--- config.mk ---
export PLATFORM = sky130hd
export DESIGN_NAME = ah_credit_snoop_issuer
export DESIGN_NICKNAME = d
export VERILOG_FILES = /design/src/rtl/ah_credit_snoop_issuer_pkg.sv /design/src/rtl/ah_credit_snoop_issuer_credit_counter.sv /design/src/rtl/ah_credit_snoop_issuer.sv
export SDC_FILE = /design/constraint.sdc
export NUM_CORES = 1
export LEC_CHECK = 0
export ABC_AREA = 0
export CAP_MARGIN = 20
export CORE_UTILIZATION = 35
export DETAILED_ROUTE_END_ITERATION = 8
export PLACE_DENSITY = 0.72
export SETUP_SLACK_MARGIN = 0.3
export SLEW_MARGIN = 40
export SYNTH_ARGS = -nofsm -noshare
export SYNTH_HDL_FRONTEND = slang
export SYNTH_SLANG_ARGS = --single-unit
--- constraint.sdc ---
create_clock -name clk -period 2.9 [get_ports clk]
set_input_delay 0.58 -clock clk [delete_from_list [all_inputs] [get_ports clk]]
set_output_delay 0.58 -clock clk [all_outputs]
set_load 0.01 [all_outputs]
--- src/rtl/ah_credit_snoop_issuer_pkg.sv ---
// Shared types and defaults for the credit/snoop issue stage in front of the
// snoopable FIFO.
package ah_issuer_pkg;

  localparam int DATA_W_DEF    = 132;
  localparam int KEY_W_DEF     = 16;
  localparam int CREDITS_DEF   = 20;
  localparam int RETRY_GAP_DEF = 4;

  typedef enum logic [2:0] {
    IDLE,
    SNOOP,
    CHECK,
    WAIT_CREDIT,
    BACKOFF
  } state_e;

  // Bits needed to hold the values 0..n inclusive (never less than one).
  function automatic int cnt_width(input int n);
    return (n < 1) ? 1 : $clog2(n + 1);
  endfunction

endpackage

--- src/rtl/ah_credit_snoop_issuer_credit_counter.sv ---
// Write-credit pool mirroring the downstream FIFO depth; a return that would
// exceed the depth is dropped and latched as a sticky error.
module ah_credit_counter
  import ah_issuer_pkg::*;
#(
  parameter int CREDITS = CREDITS_DEF,
  parameter int CNT_W   = cnt_width(CREDITS)
) (
  input  logic             clk,
  input  logic             rstn,
  input  logic             inc,
  input  logic             dec,
  output logic [CNT_W-1:0] count,
  output logic             err
);

  localparam logic [CNT_W-1:0] MAX_CNT = CNT_W'(CREDITS);

  logic [CNT_W-1:0] count_q, count_d;
  logic             err_q, err_d;

  always_comb begin
    count_d = count_q;
    err_d   = err_q;
    if (inc && !dec) begin
      if (count_q == MAX_CNT) begin
        err_d = 1'b1;
      end else begin
        count_d = count_q + CNT_W'(1);
      end
    end else if (dec && !inc && (count_q != '0)) begin
      count_d = count_q - CNT_W'(1);
    end
  end

  always_ff @(posedge clk or negedge rstn) begin
    if (!rstn) begin
      count_q <= MAX_CNT;
      err_q   <= 1'b0;
    end else begin
      count_q <= count_d;
      err_q   <= err_d;
    end
  end

  assign count = count_q;
  assign err   = err_q;

endmodule

--- src/rtl/ah_credit_snoop_issuer.sv ---
// Issue stage: holds one request, snoops the FIFO for a same-key entry, backs
// off on a hit and pushes on a miss once a write credit is available.
module ah_credit_snoop_issuer
  import ah_issuer_pkg::*;
#(
  parameter int DATA_W    = DATA_W_DEF,
  parameter int KEY_W     = KEY_W_DEF,
  parameter int CREDITS   = CREDITS_DEF,
  parameter int RETRY_GAP = RETRY_GAP_DEF,
  parameter int CNT_W     = cnt_width(CREDITS)
) (
  input  logic              clk,
  input  logic              rstn,
  input  logic [DATA_W-1:0] in_data,
  input  logic              in_valid,
  output logic              in_ready,
  output logic [DATA_W-1:0] out_data,
  output logic              out_valid,
  input  logic              out_credit,
  output logic [KEY_W-1:0]  snp_data,
  output logic              snp_valid,
  input  logic              snp_match,
  output logic [CNT_W-1:0]  credit_cnt,
  output logic              cred_err
);

  localparam int GAP_W = cnt_width(RETRY_GAP);

  state_e            state_q, state_d;
  logic [DATA_W-1:0] hold_q, hold_d;
  logic [GAP_W-1:0]  gap_q, gap_d;
  logic              out_valid_q, out_valid_d;
  logic              send;
  logic              credit_avail;
  logic [CNT_W-1:0]  cnt;
  logic              err;

  ah_credit_counter #(
    .CREDITS (CREDITS),
    .CNT_W   (CNT_W)
  ) u_credit (
    .clk   (clk),
    .rstn  (rstn),
    .inc   (out_credit),
    .dec   (send),
    .count (cnt),
    .err   (err)
  );

  assign credit_avail = (cnt != '0);

  always_comb begin
    state_d = state_q;
    hold_d  = hold_q;
    gap_d   = gap_q;
    send    = 1'b0;
    case (state_q)
      IDLE: begin
        if (in_valid) begin
          hold_d  = in_data;
          state_d = SNOOP;
        end
      end
      SNOOP: state_d = CHECK;
      CHECK: begin
        if (snp_match) begin
          state_d = BACKOFF;
          gap_d   = GAP_W'(RETRY_GAP - 1);
        end else if (credit_avail) begin
          send    = 1'b1;
          state_d = IDLE;
        end else begin
          state_d = WAIT_CREDIT;
        end
      end
      // A miss stays valid while parked: only drains can happen meanwhile.
      WAIT_CREDIT: begin
        if (credit_avail) begin
          send    = 1'b1;
          state_d = IDLE;
        end
      end
      BACKOFF: begin
        if (gap_q == '0) begin
          state_d = SNOOP;
        end else begin
          gap_d = gap_q - GAP_W'(1);
        end
      end
      default: state_d = IDLE;
    endcase
    out_valid_d = send;
  end

  always_ff @(posedge clk or negedge rstn) begin
    if (!rstn) begin
      state_q     <= IDLE;
      hold_q      <= '0;
      gap_q       <= '0;
      out_valid_q <= 1'b0;
    end else begin
      state_q     <= state_d;
      hold_q      <= hold_d;
      gap_q       <= gap_d;
      out_valid_q <= out_valid_d;
    end
  end

  assign in_ready   = (state_q == IDLE);
  assign snp_valid  = (state_q == SNOOP);
  assign snp_data   = snp_valid ? hold_q[KEY_W-1:0] : '0;
  assign out_data   = hold_q;
  assign out_valid  = out_valid_q;
  assign credit_cnt = cnt;
  assign cred_err   = err;

endmodule

# Word-level counts from Yosys, hierarchy flattened
# Cells that the tools add are included.
[word_totals]
elab_cells = 51
memories = 0
out_inout_bits = 157
ff_bits = 145
ram_bits = 0
latch_bits = 0
input_bits = 137
rom_bits = 0
[op_classes]
reduce_logical = 15
addsub = 3
n_div = 0
eq_ne = 11
shift = 0
mux = 16
mul = 0
bitwise = 0
n_lt_le_gt_ge = 0
[ops]
columns = ["cell", "n"]
rows = [
  ["3-bit two-way mux", 6],
  ["16-bit two-way mux", 1],
  ["5-bit two-way mux", 3],
  ["3-bit case mux with 5 select lines", 1],
  ["2-bit != test (second input constant)", 6],
  ["3-bit by 2-bit == test with 1-bit output (second input constant)", 2],
  ["3-bit zero test", 2],
  ["3-bit case mux with 2 select lines", 1],
  ["2-bit AND reduction", 3],
  ["3-bit AND reduction", 2],
  ["5-bit by 1-bit adder with 5-bit output (second input constant)", 1],
  ["5-bit == test (second input constant)", 1],
  ["5-bit nonzero test", 1],
  ["5-bit by 1-bit subtractor with 5-bit output (second input constant)", 1],
  ["2-bit nonzero test", 2],
  ["3-bit by 1-bit == test with 1-bit output (second input constant)", 1],
  ["3-bit == test (second input constant)", 1],
  ["1-bit logical AND", 3],
  ["3-bit by 1-bit subtractor with 3-bit output (second input constant)", 1],
  ["1-bit zero test", 2],
  ["1-bit two-way mux", 2],
  ["2-bit two-way mux", 1],
  ["1-bit case mux with 2 select lines", 1],
]

# Longest topological paths before layout
[depth]
word_depth = 8
mapped_depth = 10

# Modules after synthesis
# From an unflattened synthesis, not the netlist that was laid out.
[unflattened]
hier_cells = 382
area_unflattened_um2 = 6304.8
[modules_own_cells]
columns = ["module", "n_inst", "area_per_inst_um2", "cells_each"]
rows = [
  ["ah_credit_snoop_issuer", 1, 5776.8, 329],
  ["ah_credit_counter", 1, 528.0, 53],
]

# Least setup slack after synthesis
# Ideal clock, no wire load.
[synth_timing]
path_kind = "reg-to-reg"
startpoint = "register u_credit.count_q[1] (netlist: u_credit.count[1])"
endpoint = "register u_credit.count_q[3] (netlist: u_credit.count[3])"
required_ns = 2.773
path_slack_ns = 0.462
t_arrival_ns = 2.310
period_less_slack_ns = 2.438
stages_incl_launch_ff = 9
n_path_buf = 0
path_cell_list = "dfrtp_1 -> or3_4 -> o311ai_4 -> nand2_1 -> ha_1 -> a21oi_1 -> nand2_1 -> xor2_1 -> mux2_1"
[synth_between]
elab_chain_len = 8
[synth_lines]
columns = ["element", "line", "rtl"]
rows = [
  ["from (decl)", "ah_credit_snoop_issuer_credit_counter.sv:19", "logic [CNT_W-1:0] count_q, count_d;"],
  ["from (signal assigned)", "ah_credit_snoop_issuer_credit_counter.sv:41", "count_q <= count_d;"],
  ["5-bit nonzero test", "ah_credit_snoop_issuer_credit_counter.sv:31, ah_credit_snoop_issuer.sv:50", ""],
  ["1-bit two-way mux", "ah_credit_snoop_issuer.sv:69, ah_credit_snoop_issuer.sv:78", ""],
  ["1-bit two-way mux", "ah_credit_snoop_issuer.sv:66", "if (snp_match) begin"],
  ["1-bit case mux with 2 select lines", "ah_credit_snoop_issuer.sv:57", "case (state_q)"],
  ["1-bit zero test / 1-bit logical AND (equally long branches)", "ah_credit_snoop_issuer_credit_counter.sv:25, ah_credit_snoop_issuer_credit_counter.sv:31", ""],
  ["1-bit logical AND (on tied branches)", "ah_credit_snoop_issuer_credit_counter.sv:25, ah_credit_snoop_issuer_credit_counter.sv:31", ""],
  ["2-bit != test (no line) / 2-bit nonzero test (equally long branches)", "-", ""],
  ["2-bit AND reduction (no line)", "-", ""],
]
# Several ways; a longest one is shown, not always the timed one. The select of a mux whose other input is x is not followed.
# A chain may end at the register's enable or synchronous reset.

# Worst setup path in the final report
[layout_timing]
startpoint = "register state_q[1]"
endpoint = "output port snp_data[11]"
[layout_between]
elab_chain_len = 2
[layout_lines]
columns = ["element", "line", "rtl"]
rows = [
  ["from (decl)", "ah_credit_snoop_issuer.sv:29", "state_e state_q, state_d;"],
  ["from (signal assigned)", "ah_credit_snoop_issuer.sv:102", "state_q <= state_d;"],
  ["3-bit by 1-bit == test with 1-bit output", "ah_credit_snoop_issuer.sv:110", "assign snp_valid = (state_q == SNOOP);"],
  ["16-bit two-way mux", "ah_credit_snoop_issuer.sv:111", "assign snp_data = snp_valid ? hold_q[KEY_W-1:0] : '0;"],
  ["to (decl)", "ah_credit_snoop_issuer.sv:20", "output logic [KEY_W-1:0] snp_data,"],
]
# Every way passes these cells.

==> flow_summary.ini <==
[outcome]
outcome = complete, no violations

[route]
totalWireLength_um = 15500
wl_met1_um = 5450
drtIter0Drc = 133
top_layer = met4
met3RoutedLength_um = 1550
dr.pass1.iters = 4
drcViolationCount = 0
drtAntennaViolNets = 0
wl_met2_um = 8240
viasPerCell = 4.59
wl_per_cell_um = 17.0
via_count = 4205

[critical_path]
crit_arrival_ns = 1.93
path_class = flip-flop to output pin
cp_data_required_time_ns = 2.32
critPathLaunchType = flip-flop
cp-startpoint = state_q[1]
r2r_start = u_credit.count[1]
end_kind = output pin
cp_max_fo = 7

[power]
vdd_drop_max_v = 0.000645
powerDensity_mw_per_mm2 = 1180
total_leakage_power_uw = 0.00410

[logic_synthesis]
synth.most_common_cell = dfrtp_1
yosysWarnings = 0
yosysTopAreaCell = dfrtp_1
ys_top_cells_by_count = dfrtp_1, mux2_2, and2_1
synth_top_area_share_pct = 61.5
synth-seq-cells = 145
synthFlopType = dfrtp_1
synth_edf_count = 0
syn-cell-area_mm2 = 0.00582
ys_types = 41
postSynthAreaPerCell_um2 = 15.4
syn-num-nets = 522
synth_area_leaders = dfrtp_1, mux2_2, and2_1
synth_cells = 378
async_reset_ff_share_pct = 100
yosysSeqAreaShare_pct = 62.4

[floorplan]
die_area_mm2 = 0.0172
fp.dieH_um = 131
ios = 294
start_util_pct = 36.2
std_cell_rows = 46
die_x_um = 131
coreArea_mm2 = 0.0161

[layout]
nets = 832
multiInputGateArea_mm2 = 0.00207
diodes = 0
drive_above_1_share_pct = 27.1
n_fill_cell = 1242
areaGrowthSynthToFinish_pct = 67.6
seq_area_mm2 = 0.00363

[clocking]
clock_latency_ns = 0.42
clk_path_buf_depth = 2
cts.clk_slew.worst_paths_ns = 0.06
cts_tree = done
hold_buffers = 0
root_buffer = clkbuf_16
cts-buffers-inserted = 17
cts-htree-levels = 4
cts_sinks = 145

[sta]
finalHoldViolations = 0
fin_crit_sh_pct = 86.6
setup_viol = 0
tns_ns = 0
skew_ns = 0.00922
rsz0062_at_grt = yes
relSlewSlack_pct = 60.4
drv_slew = 0
worstMarginPinSlew_ns = 0.594
fin_hold_ws_ns = 0.141
fin_crit_ns = 2.51
fmax_mhz = 398

[min_path]
hold_path_class = input port to asynchronous set/reset pin

[global_routing]
grt_pass1_vias = 4544
gr-total-overflow = 0
grtUsageTotal_pct = 18.3
grt_pass1_wl_um = 23200
antenna_found_initial = 0
grt_max_degree = 64

[placed_design]
io_buffers = 293
gp_congestion = 0.780
dp_hpwl_um = 11500

[run]
maxCapViolCount = 0
-- repair_timing --
item	CTS	global route
resized for setup	11	5
pin swaps	0	1
cloned	1	0
setup buffers	5	3
setup endpoints to repair	18	5
-- logic make-up after synthesis --
kind of cell / count (synthesis) / share of synthesized area [%]
DFF: 145 / 62.4
xor gates and xnor gates: 4 / 0.602
and+or+nand+nor: 43 / 4.36
AOI/OAI and AO/OA: 14 / 1.98
buffers and inverters: 27 / 2.43
adders and majority gates: 8 / 1.81
muxes: 137 / 26.4
-- cells in the final DEF (no fill, tap or decap), drive strengths merged, types with 6 or more instances in the layout --
cell,instances
ha,6
clkdlybuf4s50,286
dfrtp,143
mux2,134
inv,9
and2,17
buf,17
clkbuf,22
nand2,6
-- path summary, 6_finish.rpt --
path | slack [ns] | cells past startpoint | endpoint
max in group asynchronous | 2.02 | 2 | u_credit.count[4]
worst max register to register | 0.41 | 8 | u_credit.count[3]
worst min-delay path | 0.14 | 1 | out_data[81]
worst min register to register | 0.49 | 1 | gap_q[0]
worst max-delay path | 0.39 | 4 | snp_data[11]
min in group clk | 0.49 | 1 | gap_q[0]
-- metrics by stage --
step	cell area, um2	worst slack, ns	total power [uW]	std cells	util, %
final	9750	0.389	11500	916	60.7
after global routing	9750	0.270	12200	916	60.7
after CTS	9720	0.303	11600	913	60.5
after detailed placement	9020	0.137	9120	876	56.2
after global placement	9020	0.218	8950	876	56.2
after floorplan	5820	0.462	6160	378	-
-- sequential cells by signal, summed over array words and instances (netlist names) --
| signal | flops |
|---|---|
| out_valid | 1 |
| u_credit.count | 5 |
| u_credit.err | 1 |
| state_q | 3 |
| out_data | 132 |
| gap_q | 3 |
-- per-layer routing --
| metal | global-route usage [%] | up-vias |
|---|---|---|
| met3 | 8.22 | 22 |
| met1 | 18.2 | 2036 |
| li1 | - | 1946 |
| met4 | 7.10 | 0 |
| met2 | 33.2 | 201 |
| met5 | 0 | - |
-- worst max-delay path, stage by stage (launching register included) --
cell and delay, ns:
dfrtp_2 0.42, nor3_4 0.25, buf_6 0.17, and2_1 0.13
clkdlybuf4s50_1 0.54
-- area by class of cell --
type,count,share of cell area (%)
flip-flops and latches,145,37.2
repair buffers,309,32.0
multi-input cells,206,21.2
clock buffers,22,4.86
well taps,216,2.77
clock inverters,9,1.59
inverters,9,0.346
-- power by group --
part | switching [uW] | internal (uW) | total, uW
Sequential | 614 | 3090 | 3710
Clock | 817 | 1500 | 2320
Combinational | 2060 | 3390 | 5440
Note: power is estimated with default switching activity, not from simulation.
